`config.mk`:
```
export PLATFORM = sky130hd
export DESIGN_NAME = serial_subtractor_flat
export DESIGN_NICKNAME = d
export VERILOG_FILES = /design/src/rtl/serial_subtractor_if.sv /design/src/rtl/serial_subtractor.sv /design/src/flat_wrapper.sv
export SDC_FILE = /design/constraint.sdc
export NUM_CORES = 1
export LEC_CHECK = 0
export ABC_AREA = 0
export CAP_MARGIN = 20
export CORE_MARGIN = 2
export CORE_UTILIZATION = 33
export DETAILED_ROUTE_END_ITERATION = 10
export DONT_BUFFER_PORTS = 1
export GPL_TIMING_DRIVEN = 1
export PLACE_DENSITY = 0.52
export SETUP_SLACK_MARGIN = 0.02
export SYNTH_ARGS = -nofsm -noshare
export SYNTH_HDL_FRONTEND = slang
export SYNTH_SLANG_ARGS = --single-unit
```
`constraint.sdc`:
```
create_clock -name clk -period 3.22 [get_ports clk]
set_clock_uncertainty 0.05 [all_clocks]
set_input_delay 0.966 -clock clk [delete_from_list [all_inputs] [get_ports clk]]
set_output_delay 0.966 -clock clk [all_outputs]
set_load 0.005 [all_outputs]
```
`src/rtl/serial_subtractor_if.sv`:
```
// Operand/result handshake bundle for serial_subtractor.
// The slave modport is the subtractor side. The master modport is the producer/consumer side.
interface serial_subtractor_if #(
  parameter int unsigned WIDTH = 8
);
  logic             in_valid;
  logic             in_ready;
  logic [WIDTH-1:0] a;
  logic [WIDTH-1:0] b;
  logic             out_valid;
  logic             out_ready;
  logic [WIDTH-1:0] diff;
  logic [3:0]       flags;
  logic             busy;

  modport master (
    output in_valid, a, b, out_ready,
    input  in_ready, out_valid, diff, flags, busy
  );

  modport slave (
    input  in_valid, a, b, out_ready,
    output in_ready, out_valid, diff, flags, busy
  );
endinterface

```
`src/rtl/serial_subtractor.sv`:
```
// Bit-serial two's-complement subtractor. It computes a - b = a + ~b + 1 LSB-first, one bit per clock.
// Define SERIAL_SUBTRACTOR_FLAGS_EN to build in the N/Z/C/V flag logic; otherwise flags reads 0.
module serial_subtractor #(
  parameter int unsigned WIDTH = 8
) (
  input  logic                clk,
  input  logic                reset_n,
  serial_subtractor_if.slave  bus
);

  localparam int unsigned CW = $clog2(WIDTH);
  localparam logic [CW-1:0] LAST = CW'(WIDTH - 1);

  typedef enum logic [1:0] {
    IDLE = 2'd0,
    RUN  = 2'd1,
    DONE = 2'd2
  } state_t;

  state_t           state;
  logic [WIDTH-1:0] sa;
  logic [WIDTH-1:0] sb;
  logic [WIDTH-1:0] res;
  logic             carry;
  logic [CW-1:0]    cnt;
  logic             in_ready_q;
  logic             out_valid_q;
  logic             busy_q;

  // Single full-adder cell fed with the inverted subtrahend bit.
  logic             x;
  logic             y;
  logic             s;
  logic             carry_nxt;
  logic [WIDTH-1:0] res_nxt;

  always_comb begin
    x         = sa[0];
    y         = ~sb[0];
    s         = x ^ y ^ carry;
    carry_nxt = (x & y) | (carry & (x ^ y));
    res_nxt   = {s, res[WIDTH-1:1]};
  end

  always_ff @(posedge clk or negedge reset_n) begin
    if (!reset_n) begin
      state       <= IDLE;
      sa          <= '0;
      sb          <= '0;
      res         <= '0;
      carry       <= 1'b1;
      cnt         <= '0;
      in_ready_q  <= 1'b1;
      out_valid_q <= 1'b0;
      busy_q      <= 1'b0;
    end else begin
      case (state)
        IDLE: begin
          if (bus.in_valid) begin
            sa         <= bus.a;
            sb         <= bus.b;
            carry      <= 1'b1;
            cnt        <= '0;
            in_ready_q <= 1'b0;
            busy_q     <= 1'b1;
            state      <= RUN;
          end
        end
        RUN: begin
          sa    <= sa >> 1;
          sb    <= sb >> 1;
          res   <= res_nxt;
          carry <= carry_nxt;
          cnt   <= cnt + CW'(1);
          if (cnt == LAST) begin
            out_valid_q <= 1'b1;
            state       <= DONE;
          end
        end
        DONE: begin
          if (bus.out_ready) begin
            out_valid_q <= 1'b0;
            busy_q      <= 1'b0;
            in_ready_q  <= 1'b1;
            state       <= IDLE;
          end
        end
        default: state <= IDLE;
      endcase
    end
  end

  assign bus.in_ready  = in_ready_q;
  assign bus.out_valid = out_valid_q;
  assign bus.busy      = busy_q;
  assign bus.diff      = res;

`ifdef SERIAL_SUBTRACTOR_FLAGS_EN
  logic       a_msb;
  logic       b_msb;
  logic [3:0] flags_q;

  // Flags are resolved on the same edge that shifts in the last result bit.
  always_ff @(posedge clk or negedge reset_n) begin
    if (!reset_n) begin
      a_msb   <= 1'b0;
      b_msb   <= 1'b0;
      flags_q <= 4'b0000;
    end else if (state == IDLE && bus.in_valid) begin
      a_msb <= bus.a[WIDTH-1];
      b_msb <= bus.b[WIDTH-1];
    end else if (state == RUN && cnt == LAST) begin
      flags_q <= {s, (res_nxt == '0), carry_nxt, (a_msb != b_msb) & (s != a_msb)};
    end
  end

  assign bus.flags = flags_q;
`else
  assign bus.flags = 4'b0000;
`endif

endmodule

```
`src/flat_wrapper.sv`:
```
// flat-port wrapper written by rule: the top's interface ports become plain ports
module serial_subtractor_flat 
#(
  parameter int unsigned WIDTH = 8
)
  (clk, reset_n, bus_in_valid, bus_a, bus_b, bus_out_ready, bus_in_ready, bus_out_valid, bus_diff, bus_flags, bus_busy);
  serial_subtractor_if #(.WIDTH(WIDTH)) bus_i ();
  input  logic clk;
  input  logic reset_n;
  input wire logic [$bits(bus_i.in_valid)-1:0] bus_in_valid;
  input wire logic [$bits(bus_i.a)-1:0] bus_a;
  input wire logic [$bits(bus_i.b)-1:0] bus_b;
  input wire logic [$bits(bus_i.out_ready)-1:0] bus_out_ready;
  output wire logic [$bits(bus_i.in_ready)-1:0] bus_in_ready;
  output wire logic [$bits(bus_i.out_valid)-1:0] bus_out_valid;
  output wire logic [$bits(bus_i.diff)-1:0] bus_diff;
  output wire logic [$bits(bus_i.flags)-1:0] bus_flags;
  output wire logic [$bits(bus_i.busy)-1:0] bus_busy;
  assign bus_i.in_valid = bus_in_valid;
  assign bus_i.a = bus_a;
  assign bus_i.b = bus_b;
  assign bus_i.out_ready = bus_out_ready;
  assign bus_in_ready = bus_i.in_ready;
  assign bus_out_valid = bus_i.out_valid;
  assign bus_diff = bus_i.diff;
  assign bus_flags = bus_i.flags;
  assign bus_busy = bus_i.busy;
  serial_subtractor #(.WIDTH(WIDTH)) u_core (.clk(clk), .reset_n(reset_n), .bus(bus_i));
endmodule
```
==> reports/results.txt <==
Status -> finished clean
Placed cells -> 165
Die ar. -> 5150 um2
DP Worst Slack -> 1.28 ns
Row count -> 24
Post-CTS Setup Inserts -> 0
Crit start category -> flop
Fill cells -> 447
Proportion of power drawn by combinational gates -> 0.331
Internal cell power -> 1.05 mW
Detailed-router iteration count before antenna repair -> 4
Initial Utilization -> 0.345
CTS Hold Bufs -> 0
Layout Utilization -> 0.362
Largest area contributor in the netlist -> dfrtp_1
CP top delay family -> simple AND/OR/NAND/NOR gates
Worst-Margin Slew -> 0.982 ns
Num ports -> 35
Avg WL per Cell -> 16.4 um
Port buffer count -> 0
Die Width -> 71.7 um
Overall power -> 1.55 mW
CTS Sinks -> 33
Hold WS -> 0.325 ns
Clock share of power -> 0.189
CTS-repair resized insts -> 0
Ratio of cells with drive above 1 in the final layout -> 0.256
Worst EP required -> 3.33 ns
Total CTS buffers -> 5
Element type at the critical path end -> flop
Synth-to-Final Area Change -> 4.79%
Die Y -> 71.7 um
Final hold violations -> 0
Worst skew pair latency -> 0.28 ns
Routed Antenna Nets -> 0
GRT Residual Overflow -> 0
Worst EP arrival -> 2.07 ns
Synth unique cells -> 27
Peak VDD IR -> 0.319 mV
Final Wtd Congestion -> 0.738
Final #Nets -> 143
Cell Area, Synth -> 1510 um2
Sequential Power Share -> 0.480
Finished Cell Area -> 1590 um2
P per Cell Area -> 978 nW/um2
Core Footprint -> 4380 um2
H-tree levels -> 2
Final HPWL DP -> 1.92 mm
Initial antenna violation count -> 0
Cells along the critical path -> nand2b_1, mux2_2
Ys Warns -> 0
Worst reg2reg path depth -> 2
Sw frac -> 0.323
Psw -> 0.500 mW
CP Depth -> 2
Clock Pin Slew Worst Setup and Hold Paths -> 0.07 ns
Final Critical Period -> 1.95 ns
Slew headroom -> 0.345
Leak -> 0.661 nW
Placed cell areas -> 1500 um2
First-pass GRT wire length -> 4.89 mm
Clock Tree Root -> clkbuf_8
Synthesized area per cell -> 12.3 um2
HP Class -> in -> async
Vias in the first global route -> 970
Yosys reg bits -> 33
Crit-path slowest cell -> nand2b_1
Commonest non-fill, non-tap cells in the layout -> dfrtp_1 (31), nand3b_1 (13), o221a_2 (13)
Clock Path Buffers -> 2
Largest net degree at the start of global routing -> 34
Crit path buf inv count -> 0
Slew Limit Fails -> 0
CP Max Fanout -> 23
Critical path class -> reg -> reg
Via count -> 944
# DRC -> 0
Final WS setup -> 1.27 ns
FMAX -> 512 MHz
Routed vias/inst -> 5.46
Sequential area share after synthesis -> 0.547
Max cap viols -> 0
Share of the synthesized area in the top cell type -> 0.512
TritonCTS clock tree -> yes
Commonest non-fill, non-tap cell in the layout -> dfrtp_1
Antenna diode count -> 0
Synth top area cells -> dfrtp_1 (51%), o221a_2 (9.7%), nand3b_1 (6.4%)
Non-filler cells, final -> 173
Routed wire length -> 2.83 mm
Setup TNS -> 0 ns
1st-iter DRT viols -> 95
Gr usage total -> 0.121
Cells after Synth -> 123
Crit path largest cell delay -> 0.81 ns
Final setup viols -> 0
RSZ-0062 raised after global routing -> false
Period utilisation layout -> 0.607
registers in the layout (all words and copies together), names as in the netlist:
| name | count |
|---|---|
| u_core.bus.busy | 1 |
| u_core.bus.diff | 8 |
| u_core.bus.in_ready | 1 |
| u_core.bus.out_valid | 1 |
| u_core.carry | 1 |
| u_core.cnt | 3 |
| u_core.sa | 8 |
| u_core.sb | 8 |
| u_core.state | 2 |
layer usage:
metal  track usage  wire [um]
met4        0.0314         30
met3        0.0492        213
met2         0.178       1290
met1         0.167       1300
met5             0          0
Yosys cell counts:
library cell	number
o22ai_1	2
mux2_4	4
dfstp_2	2
o221a_2	13
a21oi_1	6
mux2_2	3
a22o_1	2
a22oi_1	1
fa_1	1
buf_1	1
buf_4	4
nand3b_1	13
nor2_2	1
ha_1	2
o21bai_1	1
nor2_1	4
a32o_1	1
buf_6	2
nand2_1	7
inv_1	4
o21ba_2	1
o21ai_0	6
nor2b_1	1
conb_1	1
dfrtp_1	31
nand2b_1	3
buf_2	6
worst paths after layout:
path                                                  start                               to  slack (ns)
worst max-delay path            u_core.state[1]$_DFFE_PN0P_   u_core.bus.diff[2]$_DFFE_PN0N_        1.27
min in group clk                   u_core.sa[7]$_DFFE_PN0P_         u_core.sa[7]$_DFFE_PN0P_        0.45
worst min register to register     u_core.sa[7]$_DFFE_PN0P_         u_core.sa[7]$_DFFE_PN0P_        0.45
worst max register to register  u_core.state[1]$_DFFE_PN0P_   u_core.bus.diff[2]$_DFFE_PN0N_        1.27
worst min-delay path                                reset_n         u_core.sa[2]$_DFFE_PN0P_        0.32
max in group asynchronous                           reset_n  u_core.bus.in_ready$_DFFE_PN1P_        2.61
final cells by class:
class / count / area [um2] / area share
Sequential cell: 33 / 828 / 0.522
Multi-Input combinational cell: 76 / 596 / 0.375
Clock buffer: 6 / 72.6 / 0.0457
Tap cell: 52 / 65.1 / 0.0410
Inverter: 4 / 15.0 / 0.00946
Clock inverter: 2 / 10.0 / 0.00631
cells by family after synthesis:
logic type	synth area share
compound gates	0.179
flops	0.547
simple gates	0.112
buf+inv	0.0669
mux	0.0620
fa+ha+maj	0.0297
other cells	0.00248
power groups by stage:
| stage | sequential (mW) | clock (mW) | combinational [mW] |
|---|---|---|---|
| 2_1_floorplan | 0.698 | 0 | 0.499 |
| 3_3_place_gp | 0.746 | 0 | 0.494 |
| 3_5_place_dp | 0.753 | 0 | 0.514 |
| 4_1_cts | 0.747 | 0.302 | 0.518 |
| 5_1_grt | 0.772 | 0.323 | 0.577 |
| 6_report | 0.744 | 0.294 | 0.513 |
Power figures use the tool's default switching activity.
